--- src/rtl/traffic_signal_conflict_monitor.sv ---
// Purpose : receive-side legality checker for the T-junction lamp outputs. Decodes the
//           T1/T2 one-hot lamp codes into phases, times each phase and checks code validity,
//           conflicts, sequence, minimum dwell, stuck red and walk-on-green. The first fault
//           is latched and drives flash_req for the lamp driver's fail-safe flash path.
// Ports   : clk, reset (async, active-high)
//           T1, T2 {R,Y,G} lamp codes; T1_walk, T2_walk walk lamps
//           emg_active (legalises early cut to RED), fault_clr (clear latched fault)
//           phase_T1/phase_T2 (combinational decode: 00 R, 01 G, 10 Y, 11 invalid)
//           cycle_done (pulse per legal T1 R->G->Y->R), fault, fault_code, fault_src, flash_req
module traffic_signal_conflict_monitor #(
  parameter int unsigned CNT_W      = 10,
  parameter int unsigned MIN_GREEN  = 10,
  parameter int unsigned MIN_YELLOW = 3,
  parameter int unsigned MAX_RED    = 700
) (
  input  logic       clk,
  input  logic       reset,
  input  logic [2:0] T1,
  input  logic [2:0] T2,
  input  logic       T1_walk,
  input  logic       T2_walk,
  input  logic       emg_active,
  input  logic       fault_clr,
  output logic [1:0] phase_T1,
  output logic [1:0] phase_T2,
  output logic       cycle_done,
  output logic       fault,
  output logic [2:0] fault_code,
  output logic [1:0] fault_src,
  output logic       flash_req
);

  localparam logic [1:0] PH_RED = 2'b00;
  localparam logic [1:0] PH_GRN = 2'b01;
  localparam logic [1:0] PH_YEL = 2'b10;
  localparam logic [1:0] PH_BAD = 2'b11;

  typedef enum logic [1:0] {C_IDLE, C_RG, C_GY} cyc_state_t;

  // One-hot lamp code to phase; anything else is invalid.
  function automatic logic [1:0] decode_ph(input logic [2:0] code);
    case (code)
      3'b100:  decode_ph = PH_RED;
      3'b001:  decode_ph = PH_GRN;
      3'b010:  decode_ph = PH_YEL;
      default: decode_ph = PH_BAD;
    endcase
  endfunction

  // Index 0 = T1, index 1 = T2.
  logic [1:0][2:0]       w_code_in;
  logic [1:0]            w_walk_in;
  logic [1:0][1:0]       w_ph;
  logic [1:0]            w_valid, w_chg;
  logic [1:0]            w_bad_code, w_bad_seq, w_short_g, w_short_y, w_stuck, w_walk_g;
  logic                  w_conflict, w_viol, w_cycle_done;
  logic [2:0]            w_code;
  logic [1:0]            w_src;
  cyc_state_t            w_cstate_nxt;

  logic [1:0][1:0]       r_prev;
  logic [1:0][CNT_W-1:0] r_cnt;
  logic [1:0]            r_armed;
  cyc_state_t            r_cstate;
  logic                  r_cycle_done, r_fault;
  logic [2:0]            r_code;
  logic [1:0]            r_src;

  assign w_code_in = {T2, T1};
  assign w_walk_in = {T2_walk, T1_walk};

  // Per-approach checks of current inputs against registered phase history.
  always_comb begin
    w_ph       = '0;
    w_valid    = '0;
    w_chg      = '0;
    w_bad_code = '0;
    w_bad_seq  = '0;
    w_short_g  = '0;
    w_short_y  = '0;
    w_stuck    = '0;
    w_walk_g   = '0;
    for (int i = 0; i < 2; i++) begin
      w_ph[i]       = decode_ph(w_code_in[i]);
      w_valid[i]    = (w_ph[i] != PH_BAD);
      w_chg[i]      = w_valid[i] && (w_ph[i] != r_prev[i]);
      w_bad_code[i] = !w_valid[i];
      // Ending-phase dwell is counter+1; sequence and dwell checks wait for arming.
      w_bad_seq[i]  = r_armed[i] && w_chg[i] &&
                      (((r_prev[i] == PH_RED) && (w_ph[i] == PH_YEL)) ||
                       ((r_prev[i] == PH_YEL) && (w_ph[i] == PH_GRN)) ||
                       ((r_prev[i] == PH_GRN) && (w_ph[i] == PH_RED) && !emg_active));
      w_short_g[i]  = r_armed[i] && w_chg[i] && (r_prev[i] == PH_GRN) && (w_ph[i] == PH_YEL) &&
                      ((32'(r_cnt[i]) + 32'd1) < MIN_GREEN);
      w_short_y[i]  = r_armed[i] && w_chg[i] && (r_prev[i] == PH_YEL) && (w_ph[i] == PH_RED) &&
                      ((32'(r_cnt[i]) + 32'd1) < MIN_YELLOW) && !emg_active;
      w_stuck[i]    = (w_ph[i] == PH_RED) && (r_prev[i] == PH_RED) && (32'(r_cnt[i]) >= MAX_RED);
      w_walk_g[i]   = w_walk_in[i] && (w_ph[i] == PH_GRN);
    end
  end

  assign w_conflict = (w_ph[0] != PH_RED) && (w_ph[1] != PH_RED);

  // Lowest fault code wins; source is every approach flagging that code.
  always_comb begin
    w_code = 3'd0;
    w_src  = 2'b00;
    if (|w_bad_code) begin
      w_code = 3'd1; w_src = w_bad_code;
    end else if (w_conflict) begin
      w_code = 3'd2; w_src = 2'b11;
    end else if (|w_bad_seq) begin
      w_code = 3'd3; w_src = w_bad_seq;
    end else if (|w_short_g) begin
      w_code = 3'd4; w_src = w_short_g;
    end else if (|w_short_y) begin
      w_code = 3'd5; w_src = w_short_y;
    end else if (|w_stuck) begin
      w_code = 3'd6; w_src = w_stuck;
    end else if (|w_walk_g) begin
      w_code = 3'd7; w_src = w_walk_g;
    end
  end

  assign w_viol = (w_code != 3'd0);

  // Phase history, saturating dwell counters and arming.
  always_ff @(posedge clk or posedge reset) begin
    if (reset) begin
      r_prev  <= '0;
      r_cnt   <= '0;
      r_armed <= '0;
    end else begin
      for (int i = 0; i < 2; i++) begin
        if (!w_valid[i]) begin
          r_armed[i] <= 1'b0;
        end else if (w_chg[i]) begin
          r_cnt[i]   <= '0;
          r_prev[i]  <= w_ph[i];
          r_armed[i] <= 1'b1;
        end else if (r_cnt[i] != {CNT_W{1'b1}}) begin
          r_cnt[i]   <= r_cnt[i] + CNT_W'(1);
        end
      end
    end
  end

  // T1 cycle tracker state register.
  always_ff @(posedge clk or posedge reset) begin
    if (reset) begin
      r_cstate     <= C_IDLE;
      r_cycle_done <= 1'b0;
    end else begin
      r_cstate     <= w_cstate_nxt;
      r_cycle_done <= w_cycle_done;
    end
  end

  // T1 cycle tracker: remembers a legal R->G then G->Y; completes on a legal armed Y->R.
  always_comb begin
    w_cstate_nxt = r_cstate;
    w_cycle_done = 1'b0;
    if (!w_valid[0]) begin
      w_cstate_nxt = C_IDLE;
    end else if (w_chg[0]) begin
      w_cstate_nxt = C_IDLE;
      if ((r_prev[0] == PH_RED) && (w_ph[0] == PH_GRN)) begin
        w_cstate_nxt = C_RG;
      end else if ((r_prev[0] == PH_GRN) && (w_ph[0] == PH_YEL)) begin
        if ((r_cstate == C_RG) && !w_short_g[0]) w_cstate_nxt = C_GY;
      end else if ((r_prev[0] == PH_YEL) && (w_ph[0] == PH_RED)) begin
        w_cycle_done = (r_cstate == C_GY) && r_armed[0] && !w_short_y[0];
      end
    end
  end

  // First-fault latch; clear only honoured on a violation-free cycle.
  always_ff @(posedge clk or posedge reset) begin
    if (reset) begin
      r_fault <= 1'b0;
      r_code  <= 3'd0;
      r_src   <= 2'b00;
    end else if (!r_fault) begin
      if (w_viol) begin
        r_fault <= 1'b1;
        r_code  <= w_code;
        r_src   <= w_src;
      end
    end else if (fault_clr && !w_viol) begin
      r_fault <= 1'b0;
      r_code  <= 3'd0;
      r_src   <= 2'b00;
    end
  end

  // Phase decode is forced to RED while reset is asserted.
  assign phase_T1   = reset ? PH_RED : w_ph[0];
  assign phase_T2   = reset ? PH_RED : w_ph[1];
  assign cycle_done = r_cycle_done;
  assign fault      = r_fault;
  assign fault_code = r_code;
  assign fault_src  = r_src;
  assign flash_req  = r_fault;

endmodule

--- config.mk ---
export PLATFORM = sky130hd
export DESIGN_NAME = traffic_signal_conflict_monitor
export DESIGN_NICKNAME = d
export VERILOG_FILES = /design/src/rtl/traffic_signal_conflict_monitor.sv
export SDC_FILE = /design/constraint.sdc
export NUM_CORES = 1
export LEC_CHECK = 0
export CAP_MARGIN = 5
export CORE_UTILIZATION = 55
export CTS_BUF_LIST = sky130_fd_sc_hd__clkbuf_4 sky130_fd_sc_hd__clkbuf_8
export DETAILED_ROUTE_END_ITERATION = 10
export PLACE_DENSITY = 0.79
export RECOVER_POWER = 50
export SYNTH_ARGS = -nofsm -noshare
export SYNTH_HDL_FRONTEND = slang
export SYNTH_SLANG_ARGS = --single-unit
--- constraint.sdc ---
create_clock -name clk -period 2.6 [get_ports clk]
set_input_delay 0.52 -clock clk [delete_from_list [all_inputs] [get_ports clk]]
set_output_delay 0.52 -clock clk [all_outputs]
set_load 0.005 [all_outputs]
* Word-level counts from Yosys, hierarchy flattened
Cells that the tools add are included.
** Storage, ports and cells
- Bits in registers :: 35
- Logic and storage cells :: 164
- Output and inout port bits :: 12
- Input port bits :: 12
** Cells by class
- Add/subtract/negate cells :: 4
- Reductions and logical operators :: 73
- Order comparisons :: 6
- Eq/ne operators :: 25
- Muxes and demuxes :: 45
** Operators by type and width (count)
- < comparator 32 x 4 -> 1 bit (second input constant) :: 2
- logical AND 1 bit :: 42
- two-way mux 10 bit :: 4
- two-way mux 2 bit :: 17
- two-way mux 3 bit :: 10
- adder 10 x 1 -> 11 bit (second input constant) :: 2
- < comparator 11 x 2 -> 1 bit (second input constant) :: 2
- adder 10 x 1 -> 10 bit (second input constant) :: 2
- >= comparator 10 bit (second input constant) :: 2
- != test 10 bit (second input constant) :: 2
- two-way mux 1 bit :: 12
- one-hot mux 2 bit (3 select lines) :: 2
- OR reduction 2 bit :: 6
- equality test 2 x 1 -> 1 bit (second input constant) :: 5
- equality test 2 bit (second input constant) :: 5
- AND reduction 2 bit :: 5
- nonzero test 2 bit :: 5
- logical NOT 2 bit :: 4
- equality test 3 x 1 -> 1 bit (second input constant) :: 2
- equality test 3 x 2 -> 1 bit (second input constant) :: 2
- equality test 3 bit (second input constant) :: 2
- logical NOT 1 bit :: 6
- != test 2 x 1 -> 1 bit (second input constant) :: 3
- logical OR 1 bit :: 4
- other kinds (3) :: 5

* Depth between registers and ports, before layout
Gate-level depths: netlist of the first run.
- Depth after elaboration :: 20
- Gate-level depth with buffers :: 10
- Mapped depth without buffers :: 10

* Worst setup path before layout of the first run
No wires, ideal clock.
- Path type :: input to register
- From :: input port T1[0]
- To :: register r_code[1], in the netlist fault_code[1]
- Stages on the path :: 10
- Arrival :: 2456 ps
- Required time :: 2479 ps
- Buffers on the path :: 2
- Setup time :: 121 ps
- Slack :: 24 ps
- Path through :: buf_2 > or3b_1 > buf_6 > or3_4 > a221oi_4 > nor3_2 > nand3b_2 > o21ai_2 > o21a_4 > a22o_1
** On the way
- Cells in the longest elaborated chain, start to end :: 20
- Elaborated cells on any way between the ends :: 52
- Classes of those cells :: 8 x eq/ne; 10 x mux; 34 x reduce/logical
** RTL lines
- start, declared :: line 18 : input logic [2:0] T1,
- equality test 3 x 2 -> 1 bit, or another cell as far along :: line 42 : case (code)
- one-hot mux 2 bit (3 select lines) (*) :: line 42
- != test 2 bit (on tied branches) :: line 85, 86
- logical AND 1 bit :: line 86 : w_chg[i] = w_valid[i] && (w_ph[i] != r_prev[i]);
- logical AND 1 bit :: line 89, 93, 95
- logical AND 1 bit (3 in a row) :: line 95 : w_short_y[i] = r_armed[i] && w_chg[i] && (r_prev[i] == PH_YEL) && (w_ph[i] == PH_RED) &&
- logical AND 1 bit :: line 96 : ((32'(r_cnt[i]) + 32'd1) < MIN_YELLOW) && !emg_active;
- OR reduction 2 bit :: line 116 : end else if (|w_short_y) begin
- [... 2 more ...]
- two-way mux 3 bit :: line 112 : end else if (|w_bad_seq) begin
- two-way mux 3 bit :: line 110 : end else if (w_conflict) begin
- two-way mux 3 bit (*) :: line 108 : if (|w_bad_code) begin
- nonzero test 3 bit :: line 125 : assign w_viol = (w_code != 3'd0);
- logical NOT 1 bit :: line 189 : end else if (fault_clr && !w_viol) begin
- logical AND 1 bit :: line 189
- != test 2 x 1 -> 1 bit (no line)
- AND reduction 2 bit (no line)
- end signal, assigned :: line 186 : r_code <= w_code;
- end, declared :: line 66 : logic [2:0] r_code;
Mark *: on every way between the ends. The rest lies on a longest branch, timed or not. The select of a mux whose other input is x is not followed.
A chain may end at the register's enable or synchronous reset.

* Final worst setup path of the first run
- From :: input port T1[2]
- To :: register r_code[0], in the netlist fault_code[0]
The elaborated chain is that of the path after synthesis.

==> results of run 1 <==
Yosys cell counts, types with 3 or more instances:
library cell  number  share of area [%]
ha_1               4                1.7
nor3_1             9                1.6
nor2b_1            3               0.65
o21ai_0           18                3.1
a32o_1             3                1.0
a21boi_0           3               0.78
nor2_1            49                6.4
dfrtp_1           35                 30
xnor2_1            9                2.7
a21o_1             5                1.3
and4_1             6                1.8
buf_2             11                1.9
o21bai_1           5                1.3
a211oi_1           7                1.8
and3_1             8                1.7
nand2_1           22                2.9
a21oi_1           19                3.3
or3_1              3               0.65
and3b_1            4                1.2
o21a_1             4                1.0
nand2b_1           5                1.1
o211ai_1           4                1.0
a32oi_1            3               0.91
clkbuf_1          10                1.3
a31oi_1            6                1.3
inv_1             18                2.3
nand4_1           14                3.0
o31ai_1            4                1.0
xor2_1             9                2.7
nand3_1           12                2.1
metrics by stage:
| stage | setup TNS [ns] | hold slack (ns) |
|---|---|---|
| CTS | 0 | 0.501 |
| floorplan | 0 | 0.457 |
| global route | -0.0269 | 0.523 |
| finish | 0 | 0.498 |
| global placement | -3.15 | 0.483 |
| detailed placement | -4.10 | 0.492 |
worst max-delay path, stage by stage:
cell and delay, ns:
clkdlybuf4s15_1 0.29, nor4b_1 0.48, a31oi_2 0.13, a21o_1 0.20, or4_4 0.56, nand4_4 0.11
o21ai_4 0.08, o21a_4 0.13, a22o_1 0.22
layout make-up:
| type | count | area [sq um] | area share [%] |
|---|---|---|---|
| tap | 67 | 83.8 | 2.24 |
| inverter | 18 | 67.6 | 1.80 |
| clock buffer | 8 | 104 | 2.77 |
| sequential | 35 | 877 | 23.4 |
| multi-input combinational | 284 | 1880 | 50.2 |
| timing repair buffer | 90 | 732 | 19.6 |
logic make-up after synthesis:
family,Yosys count,share of synthesized area (%)
xor gates and xnor gates,18,5.47
adders and majority gates,5,2.08
DFF,35,30.4
buffers and inverters,43,6.73
muxes,1,0.347
AOI/OAI and AO/OA,105,26.0
and+or+nand+nor,155,29.0
worst max-delay path by stage:
stage / end / slack [ns] / from / depth (start not counted)
floorplan: fault_code[1]$_DFFE_PP0P_ / 0.02 / T1[0] / 10
global placement: fault_code[1]$_DFFE_PP0P_ / -0.40 / T1[2] / 9
detailed placement: fault_code[0]$_DFFE_PP0P_ / -0.50 / T1[0] / 9
CTS: fault_code[0]$_DFFE_PP0P_ / 0.05 / T1[0] / 9
global route: fault_src[1]$_DFFE_PP0P_ / -0.01 / T1[2] / 9
finish: fault_code[0]$_DFFE_PP0P_ / 0.04 / T1[2] / 9
layer usage:
| layer | wire length (microns) | vias up |
|---|---|---|
| met5 | 0 | - |
| met2 | 3520 | 129 |
| li1 | - | 1464 |
| met1 | 3610 | 1455 |
| met3 | 514 | 16 |
| met4 | 127 | 0 |
state kept, by name, indices dropped and copies added, names as in the netlist:
register / count
cycle_done: 1
fault: 1
fault_code: 3
fault_src: 2
r_armed: 2
r_cnt: 20
r_cstate: 2
r_prev: 4
timing repair:
action                                  in CTS  in global routing
endpoints found under the setup margin       9                  6
resized for setup                            5                 17
gates cloned                                 0                  0
setup buffers                                1                  2
pin swaps                                    2                  5
hold buffers                                 0                  0
report_power, final:
part           total, mW  switching (mW)  internal, mW
combinational      0.552           0.286         0.266
clock              0.457           0.205         0.253
sequential         0.673          0.0700         0.603
total               1.68           0.561          1.12
==> impl_results.md, run 1 <==
- Outcome: finished clean
- Synthesized area: 2880 sq um
- Fin crit period: 2.56 ns
- Mapped Cells: 362
- Clk sinks: 35
- Flops & latches, synth: 35
- Leading cell type in the layout, fill and taps excluded: buf_4
- Worst reg-to-reg setup slack: 0.07 ns
- # fillers: 355
- DP Area: 3550 sq um
- Worst skew pair latency: 0.29 ns
- Distinct cells, synth: 68
- M1 GR Usage: 40.3%
- CTS tree: yes
- GRT overflow: 0
- Core Area: 4880 sq um
- Vias: 3,064
- Startpoint Class: primary input
- Gr busiest metal: met2
- Post-synthesis sequential area ratio: 30.4%
- Maximum root-to-sink buffer count: 2
- First-pass GRT wire length: 11,800 microns
- Main synth FF type: dfrtp_1
- Starting Density: 59.1%
- Slew Limit Fails: 0
- H-tree level count: 2
- Layout cells sized above 1: 22.8%
- Vias in the first global route: 2,565
- Root buf cell: clkbuf_8
- RSZ-0062 raised after global routing: yes
- Critical Path AT: 2.73 ns
- Critical Path End Type: register
- Die area: 5530 sq um
- Most frequent cells in the layout: buf_4 (65), nor2_1 (49), dfrtp_1 (34), nand2_1 (22), a21oi_1 (19)
- R2R Path End: fault_code[0]$_DFFE_PP0P_
- Final Net Count: 450
- Max Clock Skew: 0.00992 ns
- Largest net degree at the start of global routing: 36
- Post-DP HPWL: 5550 microns
- Worst setup margin: 0.0403 ns
- Initial antenna violation count: 0
- FP Rows: 25
- Crit Path Class: primary input to register
- DRT iter0 DRCs: 318
- Syn_nets: 378
- Met2 Use GR: 41.8%
- Final Hold Fails: 0
- Mean area per synthesized cell: 7.96 sq um
- DR vias/cell: 6.10
- Critical Path RT: 2.77 ns
- Pre-CTS setup slack: -0.502 ns
- Drt total wl: 7770 microns
- Worst hold path class: register to register
- IO Pins: 24
- Total GRT Usage: 27.5%
- Setup violations, final: 0
- Fmax: 0.391 GHz
- Post-Layout Cell Count: 502
- RD Place Congestion: 0.888
- RR Startpoint: r_cnt[15]$_DFFE_PP0P_
- R2R cell count: 8
- DR WL/cell: 15.5 microns
- Max VDD drop: 0.000250 V
- Finished Core Util: 76.7%
- CTS Buf Count: 5
- Die Height: 74.4 microns
- Maxcap violations: 0
- Final critical-path share of the clock period: 98.5%
- Worst Path Max Fanout: 7
- Synth warnings: 0
- P&R area growth vs syn: 29.9%
- Antenna diode count: 0
- Worst hold start: r_cstate[1]$_DFFE_PP0P_
- Final ANT Viol Nets: 0
- Die width: 74.4 microns
- Residual DRC: 0
- Placed Cells: 491
- Clock transition at path regs: 0.08 ns
- Count of input and output buffers: 23
- Final Instance Area: 3740 sq um
- Overall power: 1.68 mW
- Least-Margin Pin Slew: 0.872 ns
- Hold EP: r_cstate[1]$_DFFE_PP0P_
- Static leakage: 1.70 nW
- Pwr dens: 449 nW/um^2
- Post-synth EDFFs: 0
- Slew headroom: 41.9%
- Asr flop ratio synth: 100%
- Hold Path Cell Cnt: 1
- DR pass1 iterations: 7
- Global Route met3 Usage: 4.88%
No activity file was read; power rests on OpenSTA's default activity.
==> run 2: changes to the inputs <==
Settings changed: CTS_BUF_LIST sky130_fd_sc_hd__clkbuf_4 sky130_fd_sc_hd__clkbuf_8 to sky130_fd_sc_hd__clkbuf_4.
==> impl_results.md, run 2 (synthesized netlist as in run 1, its figures left out) <==
- R2R Path End: fault_code[0]$_DFFE_PP0P_
- Sw Pwr: 542 uW
- Worst skew pair latency: 0.35 ns
- Crit Path Class: register to register
- DR pass1 iterations: 5
- Antenna diode count: 0
- Top reg by flops: r_cnt
- Count of input and output buffers: 23
- Layout cells sized above 1: 21.7%
- Maximum root-to-sink buffer count: 2
- Max reg flops: 20
- Least-Margin Pin Slew: 0.859 ns
- Worst Path Max Fanout: 8
- Comb power frac: 35.7%
- Worst reg-to-reg setup slack: 0.07 ns
- Slew Limit Fails: 0
- Critical Path End Type: register
- DRT iter0 DRCs: 250
- Vias in the first global route: 2,533
- Core Area: 4880 sq um
- Critical Path RT: 2.83 ns
- RD Place Congestion: 0.888
- FF/Latch Area: 877 sq um
- Final ANT Viol Nets: 0
- Max VDD drop: 0.000244 V
- Die area: 5530 sq um
- Final critical-path share of the clock period: 97.3%
- Starting Density: 59.1%
- Root buf cell: clkbuf_4
- Outcome: finished clean
- Fin crit period: 2.53 ns
- Static leakage: 1.67 nW
- FP Rows: 25
- Drt total wl: 7520 microns
- # fillers: 383
- Clock transition at path regs: 0.11 ns
- Post-DP HPWL: 5550 microns
- Most frequent cells in the layout: buf_4 (63), nor2_1 (49), dfrtp_1 (34), nand2_1 (22), a21oi_1 (19)
- GRT overflow: 0
- Die Height: 74.4 microns
- Critical Path AT: 2.76 ns
- Leading cell type in the layout, fill and taps excluded: buf_4
- CP startpoint: r_cnt[0]$_DFFE_PP0P_
- Switching share of total power: 35.7%
- CTS Hold Bufs: 0
- Worst hold path class: register to register
- Crit path capture: fault_code[0]$_DFFE_PP0P_
- Largest net degree at the start of global routing: 36
- R2R cell count: 10
- Finished Core Util: 75.0%
- IO Pins: 24
- DR vias/cell: 6.06
- Clock Power Share: 20.1%
- Vias: 3,036
- Final Instance Area: 3660 sq um
- Slew headroom: 42.7%
- Residual DRC: 0
- CTS Buf Count: 5
- Setup violations, final: 0
- P&R area growth vs syn: 27.0%
- Die width: 74.4 microns
- DR WL/cell: 15.0 microns
- Final Hold Fails: 0
- Startpoint Class: register
- Pwr dens: 414 nW/um^2
- Initial antenna violation count: 0
- CTS tree: yes
- Total GRT Usage: 27.2%
- Area of the multi-input gates: 1860 sq um
- Setup_tns: 0 ns
- RR Startpoint: r_cnt[0]$_DFFE_PP0P_
- Fmax: 0.395 GHz
- Maxcap violations: 0
- DP Area: 3550 sq um
- First-pass GRT wire length: 11,700 microns
- Max Clock Skew: 0.0146 ns
- Final Net Count: 449
- H-tree level count: 2
- Clk sinks: 35
- Flop pwr share: 44.2%
- Int Power: 975 uW
-- run 2: final cells by class --
cell class,count,area share (%)
sequential,35,24.0
tap,67,2.29
multi-input combinational,284,50.9
timing repair buffer,89,19.6
inverter,18,1.85
clock inverter,2,0.205
clock buffer,6,1.23
-- run 2: through the flow --
stage               total power, mW  hold WS [ns]  setup WS, ns  instances
floorplan                     0.979         0.457        0.0235        362
global placement               1.19         0.483        -0.403        491
detailed placement             1.21         0.492        -0.502        491
CTS                            1.51         0.507        0.0622        500
global route                   1.61         0.532       -0.0148        501
finish                         1.52         0.504        0.0696        501
-- run 2: how the worst min path moves through the flow --
stage | startpoint | end | slack, ns | cells past startpoint
finish | r_cstate[1]$_DFFE_PP0P_ | r_cstate[1]$_DFFE_PP0P_ | 0.50 | 1
global placement | r_cstate[1]$_DFFE_PP0P_ | r_cstate[1]$_DFFE_PP0P_ | 0.48 | 1
CTS | r_cstate[1]$_DFFE_PP0P_ | r_cstate[1]$_DFFE_PP0P_ | 0.51 | 1
detailed placement | r_cstate[1]$_DFFE_PP0P_ | r_cstate[1]$_DFFE_PP0P_ | 0.49 | 1
floorplan | r_cstate[1]$_DFFE_PP0P_ | r_cstate[1]$_DFFE_PP0P_ | 0.46 | 1
global route | fault_code[1]$_DFFE_PP0P_ | fault_code[1]$_DFFE_PP0P_ | 0.53 | 1
-- run 2: what timing repair did --
action,4_1_cts,5_1_grt
resized for setup,5,12
endpoints found under the hold margin,0,0
endpoints found under the setup margin,8,6
setup buffers,1,1
pin swaps,2,3
-- run 2: critical path, stage by stage (launching register included) --
cell and delay (ns):
dfrtp_1 0.39, buf_6 0.13, nand4_1 0.12, buf_4 0.17, or3_1 0.38, and3b_1 0.21, nand4_1 0.18, nand4_4 0.14
or2_4 0.26, o21a_4 0.22, a22o_1 0.22
-- run 2: metal layers --
metal | routed length (microns) | track usage, % | vias up | part of all wire, %
met5 | 0 | 0 | - | 0
met4 | 116 | 7.13 | 0 | 1.5
met3 | 444 | 4.88 | 19 | 5.9
met2 | 3360 | 40.9 | 115 | 45
met1 | 3600 | 39.8 | 1444 | 48
li1 | - | - | 1458 | -
-- run 2: power by group through the flow --
stage                     Combinational (mW)  Clock [mW]  Sequential (mW)
after floorplan                        0.318           0            0.661
after global placement                 0.518           0            0.676
after detailed placement               0.531           0            0.679
after CTS                              0.534       0.312            0.668
after global routing                   0.595       0.330            0.681
final                                  0.542       0.304            0.671
